File: config.mk
export PLATFORM = sky130hd
export DESIGN_NAME = tbird_light_decoder_flat
export DESIGN_NICKNAME = d
export VERILOG_FILES = /design/src/rtl/tbird_pkg.sv /design/src/rtl/tbird_light_decoder_if.sv /design/src/rtl/tbird_sat_counter.sv /design/src/rtl/tbird_light_decoder.sv /design/src/flat_wrapper.sv
export SDC_FILE = /design/constraint.sdc
export NUM_CORES = 1
export LEC_CHECK = 0
export CORE_AREA = 2 2 72 74
export DETAILED_ROUTE_END_ITERATION = 10
export DIE_AREA = 0 0 74 76
export DONT_BUFFER_PORTS = 1
export GPL_ROUTABILITY_DRIVEN = 0
export HOLD_SLACK_MARGIN = 0.12
export SYNTH_ARGS = -nofsm -noshare
export SYNTH_HDL_FRONTEND = slang
export SYNTH_SLANG_ARGS = --single-unit
File: constraint.sdc
create_clock -name clk -period 4.1 [get_ports clk]
set_input_delay 0.82 -clock clk [delete_from_list [all_inputs] [get_ports clk]]
set_output_delay 0.82 -clock clk [all_outputs]
set_load 0.05 [all_outputs]
File: src/rtl/tbird_pkg.sv
// Shared types for the T-bird tail-light FSM and its bus observer.
// Lamp patterns, the light-FSM state type, decoder states and the pattern classifier.
package tbird_pkg;

  typedef enum logic [2:0] {
    LS_IDLE, LS_L1, LS_L2, LS_L3, LS_R1, LS_R2, LS_R3, LS_LR3
  } t_tbird_lights_state;

  localparam logic [2:0] LAMP_OFF = 3'b000;
  localparam logic [2:0] LAMP_1   = 3'b001;
  localparam logic [2:0] LAMP_2   = 3'b011;
  localparam logic [2:0] LAMP_3   = 3'b111;

  // The first eight decoder states share their ordering with t_tbird_lights_state.
  typedef enum logic [3:0] {
    D_IDLE, D_L1, D_L2, D_L3, D_R1, D_R2, D_R3, D_LR3, D_SYNC
  } t_tbird_dec_state;

  typedef struct packed {
    logic                legal;
    t_tbird_lights_state pat;
  } t_tbird_class;

  function automatic t_tbird_class tbird_classify(input logic [2:0] l, input logic [2:0] r);
    t_tbird_class c;
    c.legal = 1'b1;
    c.pat   = LS_IDLE;
    case ({l, r})
      {LAMP_OFF, LAMP_OFF}: c.pat = LS_IDLE;
      {LAMP_1,   LAMP_OFF}: c.pat = LS_L1;
      {LAMP_2,   LAMP_OFF}: c.pat = LS_L2;
      {LAMP_3,   LAMP_OFF}: c.pat = LS_L3;
      {LAMP_OFF, LAMP_1  }: c.pat = LS_R1;
      {LAMP_OFF, LAMP_2  }: c.pat = LS_R2;
      {LAMP_OFF, LAMP_3  }: c.pat = LS_R3;
      {LAMP_3,   LAMP_3  }: c.pat = LS_LR3;
      default:              c.legal = 1'b0;
    endcase
    return c;
  endfunction

  function automatic t_tbird_dec_state tbird_to_dec(input t_tbird_lights_state p);
    return t_tbird_dec_state'({1'b0, p});
  endfunction

endpackage

File: src/rtl/tbird_light_decoder_if.sv
// Lamp bus plus decoder status/counter outputs for the T-bird light observer.
interface tbird_light_decoder_if #(parameter int CNT_W = 8);
  logic [2:0]       l_lights;
  logic [2:0]       r_lights;
  logic             clr;
  logic             left_done;
  logic             right_done;
  logic             haz_done;
  logic             haz_abort;
  logic             err;
  logic             in_sync;
  logic [CNT_W-1:0] left_cnt;
  logic [CNT_W-1:0] right_cnt;
  logic [CNT_W-1:0] haz_cnt;
  logic [CNT_W-1:0] err_cnt;

  modport master (
    output l_lights, r_lights, clr,
    input  left_done, right_done, haz_done, haz_abort, err, in_sync,
    input  left_cnt, right_cnt, haz_cnt, err_cnt
  );

  modport slave (
    input  l_lights, r_lights, clr,
    output left_done, right_done, haz_done, haz_abort, err, in_sync,
    output left_cnt, right_cnt, haz_cnt, err_cnt
  );
endinterface

File: src/rtl/tbird_sat_counter.sv
// Saturating event counter with synchronous clear; clear wins over increment.
module tbird_sat_counter #(
  parameter int CNT_W = 8
) (
  input  logic             clk,
  input  logic             rst_b,
  input  logic             inc,
  input  logic             clr,
  output logic [CNT_W-1:0] cnt
);

  always_ff @(posedge clk) begin
    if (!rst_b || clr) begin
      cnt <= '0;
    end else if (inc && (cnt != {CNT_W{1'b1}})) begin
      cnt <= cnt + CNT_W'(1);
    end
  end

endmodule

File: src/rtl/tbird_light_decoder.sv
// Observer for the T-bird tail-light bus: tracks the legal lamp sequence,
// pulses on completed/aborted sequences and errors, and counts events.
module tbird_light_decoder
  import tbird_pkg::*;
#(
  parameter int CNT_W    = 8,
  parameter int MAX_HOLD = 1
) (
  input logic                   clk,
  input logic                   rst_b,
  tbird_light_decoder_if.slave  bus
);

  localparam int HOLD_W = (MAX_HOLD > 1) ? $clog2(MAX_HOLD) : 1;

  t_tbird_dec_state  state, state_nxt, pat_d;
  t_tbird_class      cls;
  logic [HOLD_W-1:0] hold_cnt, hold_nxt;
  logic              left_q, right_q, haz_q, abort_q, err_q, in_sync_q;
  logic              left_nxt, right_nxt, haz_nxt, abort_nxt, err_nxt;
  logic              step_ok, in_seq;

  always_comb begin
    cls       = tbird_classify(bus.l_lights, bus.r_lights);
    pat_d     = tbird_to_dec(cls.pat);
    state_nxt = state;
    hold_nxt  = '0;
    left_nxt  = 1'b0;
    right_nxt = 1'b0;
    haz_nxt   = 1'b0;
    abort_nxt = 1'b0;
    err_nxt   = 1'b0;
    step_ok   = 1'b0;
    in_seq    = (state == D_L1) || (state == D_L2) || (state == D_R1) || (state == D_R2);

    if (state == D_SYNC) begin
      if (cls.legal && cls.pat == LS_IDLE) state_nxt = D_IDLE;
    end else if (!cls.legal) begin
      err_nxt = 1'b1;
    end else if (pat_d == state) begin
      // Repeating IDLE is free; a repeated lamp pattern consumes hold budget.
      if (state != D_IDLE) begin
        if (int'(hold_cnt) + 1 < MAX_HOLD) hold_nxt = hold_cnt + HOLD_W'(1);
        else err_nxt = 1'b1;
      end
    end else begin
      case (state)
        D_IDLE:                step_ok = (pat_d == D_L1) || (pat_d == D_R1) || (pat_d == D_LR3);
        D_L1:                  step_ok = (pat_d == D_L2) || (pat_d == D_LR3);
        D_L2:                  step_ok = (pat_d == D_L3) || (pat_d == D_LR3);
        D_R1:                  step_ok = (pat_d == D_R2) || (pat_d == D_LR3);
        D_R2:                  step_ok = (pat_d == D_R3) || (pat_d == D_LR3);
        D_L3, D_R3, D_LR3:     step_ok = (pat_d == D_IDLE);
        default:               step_ok = 1'b0;
      endcase
      if (step_ok) begin
        state_nxt = pat_d;
        left_nxt  = (pat_d == D_L3);
        right_nxt = (pat_d == D_R3);
        haz_nxt   = (pat_d == D_LR3);
        abort_nxt = (pat_d == D_LR3) && in_seq;
      end else begin
        err_nxt = 1'b1;
      end
    end

    if (err_nxt) begin
      hold_nxt  = '0;
      state_nxt = (cls.pat == LS_IDLE && cls.legal) ? D_IDLE : D_SYNC;
    end
  end

  always_ff @(posedge clk) begin
    if (!rst_b) begin
      state     <= D_IDLE;
      hold_cnt  <= '0;
      left_q    <= 1'b0;
      right_q   <= 1'b0;
      haz_q     <= 1'b0;
      abort_q   <= 1'b0;
      err_q     <= 1'b0;
      in_sync_q <= 1'b1;
    end else begin
      state     <= state_nxt;
      hold_cnt  <= hold_nxt;
      left_q    <= left_nxt;
      right_q   <= right_nxt;
      haz_q     <= haz_nxt;
      abort_q   <= abort_nxt;
      err_q     <= err_nxt;
      in_sync_q <= (state_nxt != D_SYNC);
    end
  end

  assign bus.left_done  = left_q;
  assign bus.right_done = right_q;
  assign bus.haz_done   = haz_q;
  assign bus.haz_abort  = abort_q;
  assign bus.err        = err_q;
  assign bus.in_sync    = in_sync_q;

  // Counters take the next-cycle pulses so each count lands with its pulse.
  tbird_sat_counter #(.CNT_W(CNT_W)) u_left_cnt (
    .clk(clk), .rst_b(rst_b), .inc(left_nxt), .clr(bus.clr), .cnt(bus.left_cnt)
  );
  tbird_sat_counter #(.CNT_W(CNT_W)) u_right_cnt (
    .clk(clk), .rst_b(rst_b), .inc(right_nxt), .clr(bus.clr), .cnt(bus.right_cnt)
  );
  tbird_sat_counter #(.CNT_W(CNT_W)) u_haz_cnt (
    .clk(clk), .rst_b(rst_b), .inc(haz_nxt), .clr(bus.clr), .cnt(bus.haz_cnt)
  );
  tbird_sat_counter #(.CNT_W(CNT_W)) u_err_cnt (
    .clk(clk), .rst_b(rst_b), .inc(err_nxt), .clr(bus.clr), .cnt(bus.err_cnt)
  );

endmodule

File: src/flat_wrapper.sv
// flat-port wrapper written by rule: the top's interface ports become plain ports
module tbird_light_decoder_flat import tbird_pkg::*;
#(
  parameter int CNT_W    = 8,
  parameter int MAX_HOLD = 1
)
  (clk, rst_b, bus_l_lights, bus_r_lights, bus_clr, bus_left_done, bus_right_done, bus_haz_done, bus_haz_abort, bus_err, bus_in_sync, bus_left_cnt, bus_right_cnt, bus_haz_cnt, bus_err_cnt);
  tbird_light_decoder_if #(.CNT_W(CNT_W)) bus_i ();
  input logic clk;
  input logic rst_b;
  input wire logic [$bits(bus_i.l_lights)-1:0] bus_l_lights;
  input wire logic [$bits(bus_i.r_lights)-1:0] bus_r_lights;
  input wire logic [$bits(bus_i.clr)-1:0] bus_clr;
  output wire logic [$bits(bus_i.left_done)-1:0] bus_left_done;
  output wire logic [$bits(bus_i.right_done)-1:0] bus_right_done;
  output wire logic [$bits(bus_i.haz_done)-1:0] bus_haz_done;
  output wire logic [$bits(bus_i.haz_abort)-1:0] bus_haz_abort;
  output wire logic [$bits(bus_i.err)-1:0] bus_err;
  output wire logic [$bits(bus_i.in_sync)-1:0] bus_in_sync;
  output wire logic [$bits(bus_i.left_cnt)-1:0] bus_left_cnt;
  output wire logic [$bits(bus_i.right_cnt)-1:0] bus_right_cnt;
  output wire logic [$bits(bus_i.haz_cnt)-1:0] bus_haz_cnt;
  output wire logic [$bits(bus_i.err_cnt)-1:0] bus_err_cnt;
  assign bus_i.l_lights = bus_l_lights;
  assign bus_i.r_lights = bus_r_lights;
  assign bus_i.clr = bus_clr;
  assign bus_left_done = bus_i.left_done;
  assign bus_right_done = bus_i.right_done;
  assign bus_haz_done = bus_i.haz_done;
  assign bus_haz_abort = bus_i.haz_abort;
  assign bus_err = bus_i.err;
  assign bus_in_sync = bus_i.in_sync;
  assign bus_left_cnt = bus_i.left_cnt;
  assign bus_right_cnt = bus_i.right_cnt;
  assign bus_haz_cnt = bus_i.haz_cnt;
  assign bus_err_cnt = bus_i.err_cnt;
  tbird_light_decoder #(.CNT_W(CNT_W), .MAX_HOLD(MAX_HOLD)) u_core (.clk(clk), .rst_b(rst_b), .bus(bus_i));
endmodule
# Word level (Yosys, flattened, before mapping)
# Cells that the tools add are included.
totals:
  ff_bits: 43
  input_bits: 9
  out_inout_bits: 38
  elab_cells: 109
op_classes:
  n_addsub: 6
  order_cmp: 1
  eq_ne: 28
  mux: 31
  bitwise: 6
  n_reduce_logical: 25
op_table:
  columns: ["operator", "count"]
  rows:
  - ["adder 8 x 1 -> 8 bit, second input constant", 4]
  - ["< comparator 32 x 2 -> 1 bit, second input constant", 1]
  - ["inequality test 8 bit, second input constant", 4]
  - ["2-to-1 mux 4 bit", 7]
  - ["2-to-1 mux 1 bit", 22]
  - ["case mux 3 bit (7 select lines)", 1]
  - ["== test 4 x 3 -> 1 bit, second input constant", 4]
  - ["== test 3 bit, second input constant", 4]
  - ["== test 6 bit, second input constant", 2]
  - ["logical OR 1 bit", 10]
  - ["== test 4 x 2 -> 1 bit, second input constant", 2]
  - ["OR reduction 8 bit", 1]
  - ["OR reduction 7 bit", 1]
  - ["== test 3 x 2 -> 1 bit, second input constant", 2]
  - ["== test 6 x 1 -> 1 bit, second input constant", 1]
  - ["== test 6 x 2 -> 1 bit, second input constant", 1]
  - ["== test 6 x 3 -> 1 bit, second input constant", 1]
  - ["== test 6 x 4 -> 1 bit, second input constant", 1]
  - ["== test 6 x 5 -> 1 bit, second input constant", 1]
  - ["logical AND 1 bit", 6]
  - ["zero test 6 bit", 1]
  - ["NOT 1 bit", 6]
  - ["case mux 1 bit (6 select lines)", 1]
  - ["OR reduction 5 bit", 1]
  - ["other kinds (12)", 12]

# Longest topological paths before layout
depth:
  ltp_word: 15
  ltp_mapped: 9
  depth_no_buf: 7

# By module
# From an unflattened synthesis, not the netlist that was laid out.
hier_totals:
  hier_cells: 272
  hier_area_um2: 2467.4
by_module_without_submodules:
  columns: ["module", "instances", "cells_each", "area_each_um2", "seq_area_each_um2"]
  rows:
  - ["tbird_sat_counter", 4, 46, 421.7, 160.2]
  - ["tbird_light_decoder", 1, 88, 780.7, 200.2]

# Least setup slack after synthesis
# OpenSTA, ideal clock, no wires.
synth_timing:
  kind: "input to register"
  startpoint: "in bus_l_lights[2]"
  endpoint: "reg u_core.u_haz_cnt.cnt[5]"
  setup_time_ps: 116
  t_arrival_ps: 2728
  t_required_ps: 3984
  path_slack_ps: 1256
  cell_stages: 8
  n_path_buf: 1
  cell_sequence: "buf_2 > nor3_1 > nand4_1 > a2111oi_2 > a21oi_1 > a31oi_2 > a31oi_1 > a41o_1"
synth_via:
  elab_chain_cells: 14
  word_cells_on_any_way: 35
  cone_classes: "eq/ne (15); mux (10); reduce/logical (10)"
synth_rtl:
  columns: ["element", "line", "rtl"]
  rows:
  - ["start, declared", "flat_wrapper.sv:11", "input wire logic [$bits(bus_i.l_lights)-1:0] bus_l_lights;"]
  - ["== test 6 bit, or another cell as far along", "tbird_pkg.sv:28", "case ({l, r})"]
  - ["case mux 3 bit (7 select lines)", "tbird_pkg.sv:28", null]
  - ["== test 3 x 1 -> 1 bit / == test 3 bit (equally long branches)", "tbird_light_decoder.sv:48", "D_IDLE: step_ok = (pat_d == D_L1) || (pat_d == D_R1) || (pat_d == D_LR3);"]
  - ["logical OR 1 bit (2 in a row)", "tbird_light_decoder.sv:48", null]
  - ["case mux 1 bit (6 select lines)", "tbird_light_decoder.sv:47", "case (state)"]
  - ["2-to-1 mux 1 bit", "tbird_light_decoder.sv:40", "end else if (pat_d == state) begin"]
  - ["2-to-1 mux 1 bit", "tbird_light_decoder.sv:38", "end else if (!cls.legal) begin"]
  - ["2-to-1 mux 1 bit", "tbird_light_decoder.sv:36", "if (state == D_SYNC) begin"]
  - ["2-to-1 mux 1 bit", "tbird_light_decoder.sv:56", "if (step_ok) begin"]
  - ["2-to-1 mux 1 bit", "tbird_light_decoder.sv:40", null]
  - ["2-to-1 mux 1 bit *", "tbird_light_decoder.sv:38", null]
  - ["2-to-1 mux 1 bit *", "tbird_light_decoder.sv:36", null]
  - ["logical AND 1 bit *", "tbird_sat_counter.sv:15", "end else if (inc && (cnt != {CNT_W{1'b1}})) begin"]
  - ["end signal, assigned", "tbird_sat_counter.sv:16", "cnt <= cnt + CNT_W'(1);"]
  - ["end, declared", "tbird_sat_counter.sv:9", "output logic [CNT_W-1:0] cnt"]
# Every way passes the cells marked *; elsewhere a longest branch is shown, timed or not. The select of a mux whose other input is x is not followed.
# A chain may end at the register's enable or synchronous reset.

# Worst setup path after layout
layout_timing:
  startpoint: "in bus_l_lights[0]"
  endpoint: "reg u_core.u_haz_cnt.cnt[5]"
# Same word-level chain as after synthesis.

==> run_results.csv <==
group,metric,value,unit
run_status,status,"finished, final reports clean",
final_layout,nets,267,
cts,hold_buffers,0,
synthesis,synthArstFlopShare,0,%
drt,drt_iter0_markers,166,
timing,tns,0,ps
setup_path,worstSetupStartpoint,"bus_l_lights[0]",
die,initial_core_util,44.7,%
synthesis,syn-instance-count,255,
synthesis,syn-cell-area,2200,µm²
worst_hold_path,hold-path-endpoint,"u_core.bus.right_done$_SDFF_PN0_",
die,fp.dieW,74,µm
timing,hold-worst-slack,548,ps
die,floorplan.io_pins,47,
timing,max_slew.worst_pin.slew,715,ps
timing,final_report_max_slew_violation_count,0,
die,num_rows,26,
synthesis,synthFlopType,"dfxtp_1",
run,max_cap_violations,0,
power,power.density,336,nW/µm²
cts,cts-root-buf,"clkbuf_8",
setup_path,worstReg2RegStart,"u_core.state[0]$_SDFF_PN0_",
die,die_height,76,µm
synthesis,mean_syn_cell_area,8.61,µm²
synthesis,netlist.top_cell.by_area,"dfxtp_1",
synthesis,synthesis.nets,268,
setup_path,critical_path_class,"input pin to flop",
worst_hold_path,timing.hold.worst_path_depth,2,
power,combinationalPowerShare,5.0,%
setup_path,timing.critical_path.to_type,"flop",
worst_hold_path,holdCritStartpoint,"u_core.state[0]$_SDFF_PN0_",
power,ir_drop,0.210,mV
power,finalPower,0.000792,W
setup_path,cp-start-kind,"input pin",
cts,clk-insertion-delay-late,290,ps
cts,tritoncts,"built",
power,clock_power_share,41.9,%
timing,rsz0062_at_grt,"false",
synthesis,yosys_synthesis_warning_count,0,
timing,max_clock_freq,361,MHz
global_route,gr-total-overflow,0,
timing,worst_clock_skew,6.08,ps
global_route,pin_count_of_the_biggest_net_entering_global_routing,33,
setup_path,crit_path_max_fanout,9,
power,p_sw_share,21.8,%
drt,route.detailed.vias_per_inst,5.79,
timing,final_critical_delay_including_setup_and_external_delays,2770,ps
synthesis,synth_enable_flop_cells,0,
drt,route.detailed.drc,0,
power,cellLeakagePower,0.791,nW
timing,slew-limit-headroom,52.3,%
final_layout,fin_util,48.0,%
cts,clk_pin_slew,80,ps
cts,tritoncts_num_sinks,42,
setup_path,worst-endpoint-required,4290,ps
cts,ctsLongestPathBuffers,2,
setup_path,worst_r2r_path_depth,7,
worst_hold_path,hold_path.class,"flop to flop",
place,detailed_place_hpwl,3330,µm
global_route,antenna_found_initial,0,
place,io_buffer_count,0,
cts,cts_setup_buffers,0,
timing,hold_viol,0,
die,die_area,5620,µm²
setup_path,r2r-end,"u_core.u_err_cnt.cnt[3]$_SDFFE_PP0P_",
global_route,grt_first_pass_wirelength,8150,µm
global_route,number_of_global_route_vias_before_repair,1805,
synthesis,ff_latch_count_synth,42,
setup_path,timing.critical_path.arrival,2960,ps
cts,cts_repair_resize_count,0,
synthesis,synthMostInstantiatedCell,"dfxtp_1",
power,p_int,0.000619,W
synthesis,synthTopCellsByArea,"dfxtp_1 (38%), nor2_1 (6.2%), xor2_1 (5.6%), nand2_1 (4.4%), nand4_1 (3.1%)",
drt,ant_nets,0,
cts,tritoncts_buffers,5,
drt,dr_total_vias,1877,
drt,detail_route.wirelength,4750,µm
global_route,global_route_usage_over_all_layers,17.9,%
synthesis,synthTopCellsByCount,"dfxtp_1 (42), nor2_1 (36), nand2_1 (26), xor2_1 (14), nand4_1 (11)",
die,fp.coreArea,4910,µm²
final_layout,layout-drive-gt1-share,9.45,%
setup_path,reg2reg_setup_slack,1860,ps
drt,post_drt_wl_per_cell,14.7,µm
synthesis,post-synth-top-area-fraction,38.3,%
synthesis,synth-seq-area-share,38.3,%
final_layout,synthToLayoutAreaGrowth,7.41,%
final_layout,n_antenna_cell,0,
drt,detail_route.first_pass.iterations,4,
synthesis,synth_cell_types,52,
power,switching_power,0.000173,W
power,seq_power_share,53.1,%
cts,cts_max_level,2,
timing,timing.final.setup_violations,0,
timing,finalCritPeriodShare,67.6,%
## flip-flops by register name (all words and copies together) (netlist names)
signal,count
u_core.u_err_cnt.cnt,8
u_core.u_haz_cnt.cnt,8
u_core.u_left_cnt.cnt,8
u_core.u_right_cnt.cnt,8
u_core.state,4
u_core.bus.err,1
u_core.bus.haz_abort,1
u_core.bus.haz_done,1
u_core.bus.in_sync,1
u_core.bus.left_done,1
u_core.bus.right_done,1
## placed cells by master, fill, tap and decap left out, types with 6 or more instances in the layout
cell type  count
a21oi_1       10
and3_1         7
clkbuf_8       6
dfxtp_1       42
inv_1          8
nand2_1       26
nand3_1        8
nand4_1       11
nor2_1        36
xnor2_1        6
xor2_1        14
## kinds of logic (layout without fill, tap and decap cells)
group,Yosys count,in the layout,share of synthesized area [%]
muxes,5,5,2.28
buffers and inverters,18,17,3.76
DFF,42,42,38.3
and+or+nand+nor,123,123,30.1
AOI/OAI and AO/OA,43,43,15.3
xor gates and xnor gates,20,20,7.98
adders and majority gates,4,4,2.28
## worst max-delay path by stage
stage	end	slack, ps	cells after the start
3_3_place_gp	u_core.u_haz_cnt.cnt[5]$_SDFFE_PP0P_	1190	7
5_1_grt	u_core.u_haz_cnt.cnt[5]$_SDFFE_PP0P_	1210	7
4_1_cts	u_core.u_haz_cnt.cnt[5]$_SDFFE_PP0P_	1410	7
2_1_floorplan	u_core.u_haz_cnt.cnt[5]$_SDFFE_PP0P_	1260	8
3_5_place_dp	u_core.u_haz_cnt.cnt[5]$_SDFFE_PP0P_	1140	7
6_report	u_core.u_haz_cnt.cnt[5]$_SDFFE_PP0P_	1330	7
## stage by stage
step | instance area (µm²) | setup WS (ps) | instances
CTS | 2360 | 1410 | 324
detailed placement | 2250 | 1140 | 317
global route | 2360 | 1210 | 324
global placement | 2250 | 1190 | 317
floorplan | 2200 | 1260 | 255
finish | 2360 | 1330 | 324
## critical path, stage by stage
cell,delay (ps)
nor3_1,260
nand4_1,360
a2111oi_2,560
a21oi_1,240
a31oi_2,350
a31oi_1,130
a41o_1,230
## power groups by stage
stage	clock (W)	sequential, W	combinational [W]
finish	0.000332	0.000421	0.0000393
CTS	0.000342	0.000421	0.0000390
global placement	0	0.000431	0.0000390
floorplan	0	0.000430	0.0000385
detailed placement	0	0.000431	0.0000388
global route	0.000362	0.000422	0.0000438
## per-layer routing
metal  global-route usage, %  up-vias  part of all wire [%]
met2                    28.2       63                    47
met5                       0        -                     0
met4                    8.36        0                   2.5
met3                    5.16       12                   5.8
met1                    22.2      876                    45
li1                        -      926                     -
## final cells by class
| type | instances | area (µm²) |
|---|---|---|
| Fill cell | 473 | 2550 |
| Multi-Input combinational cell | 195 | 1270 |
| Sequential cell | 42 | 841 |
| Tap cell | 70 | 87.6 |
| Clock buffer | 6 | 82.6 |
| Clock inverter | 1 | 30.0 |
| Inverter | 8 | 30.0 |
| Timing Repair Buffer | 2 | 15.0 |
(Power assumes the default switching activity.)
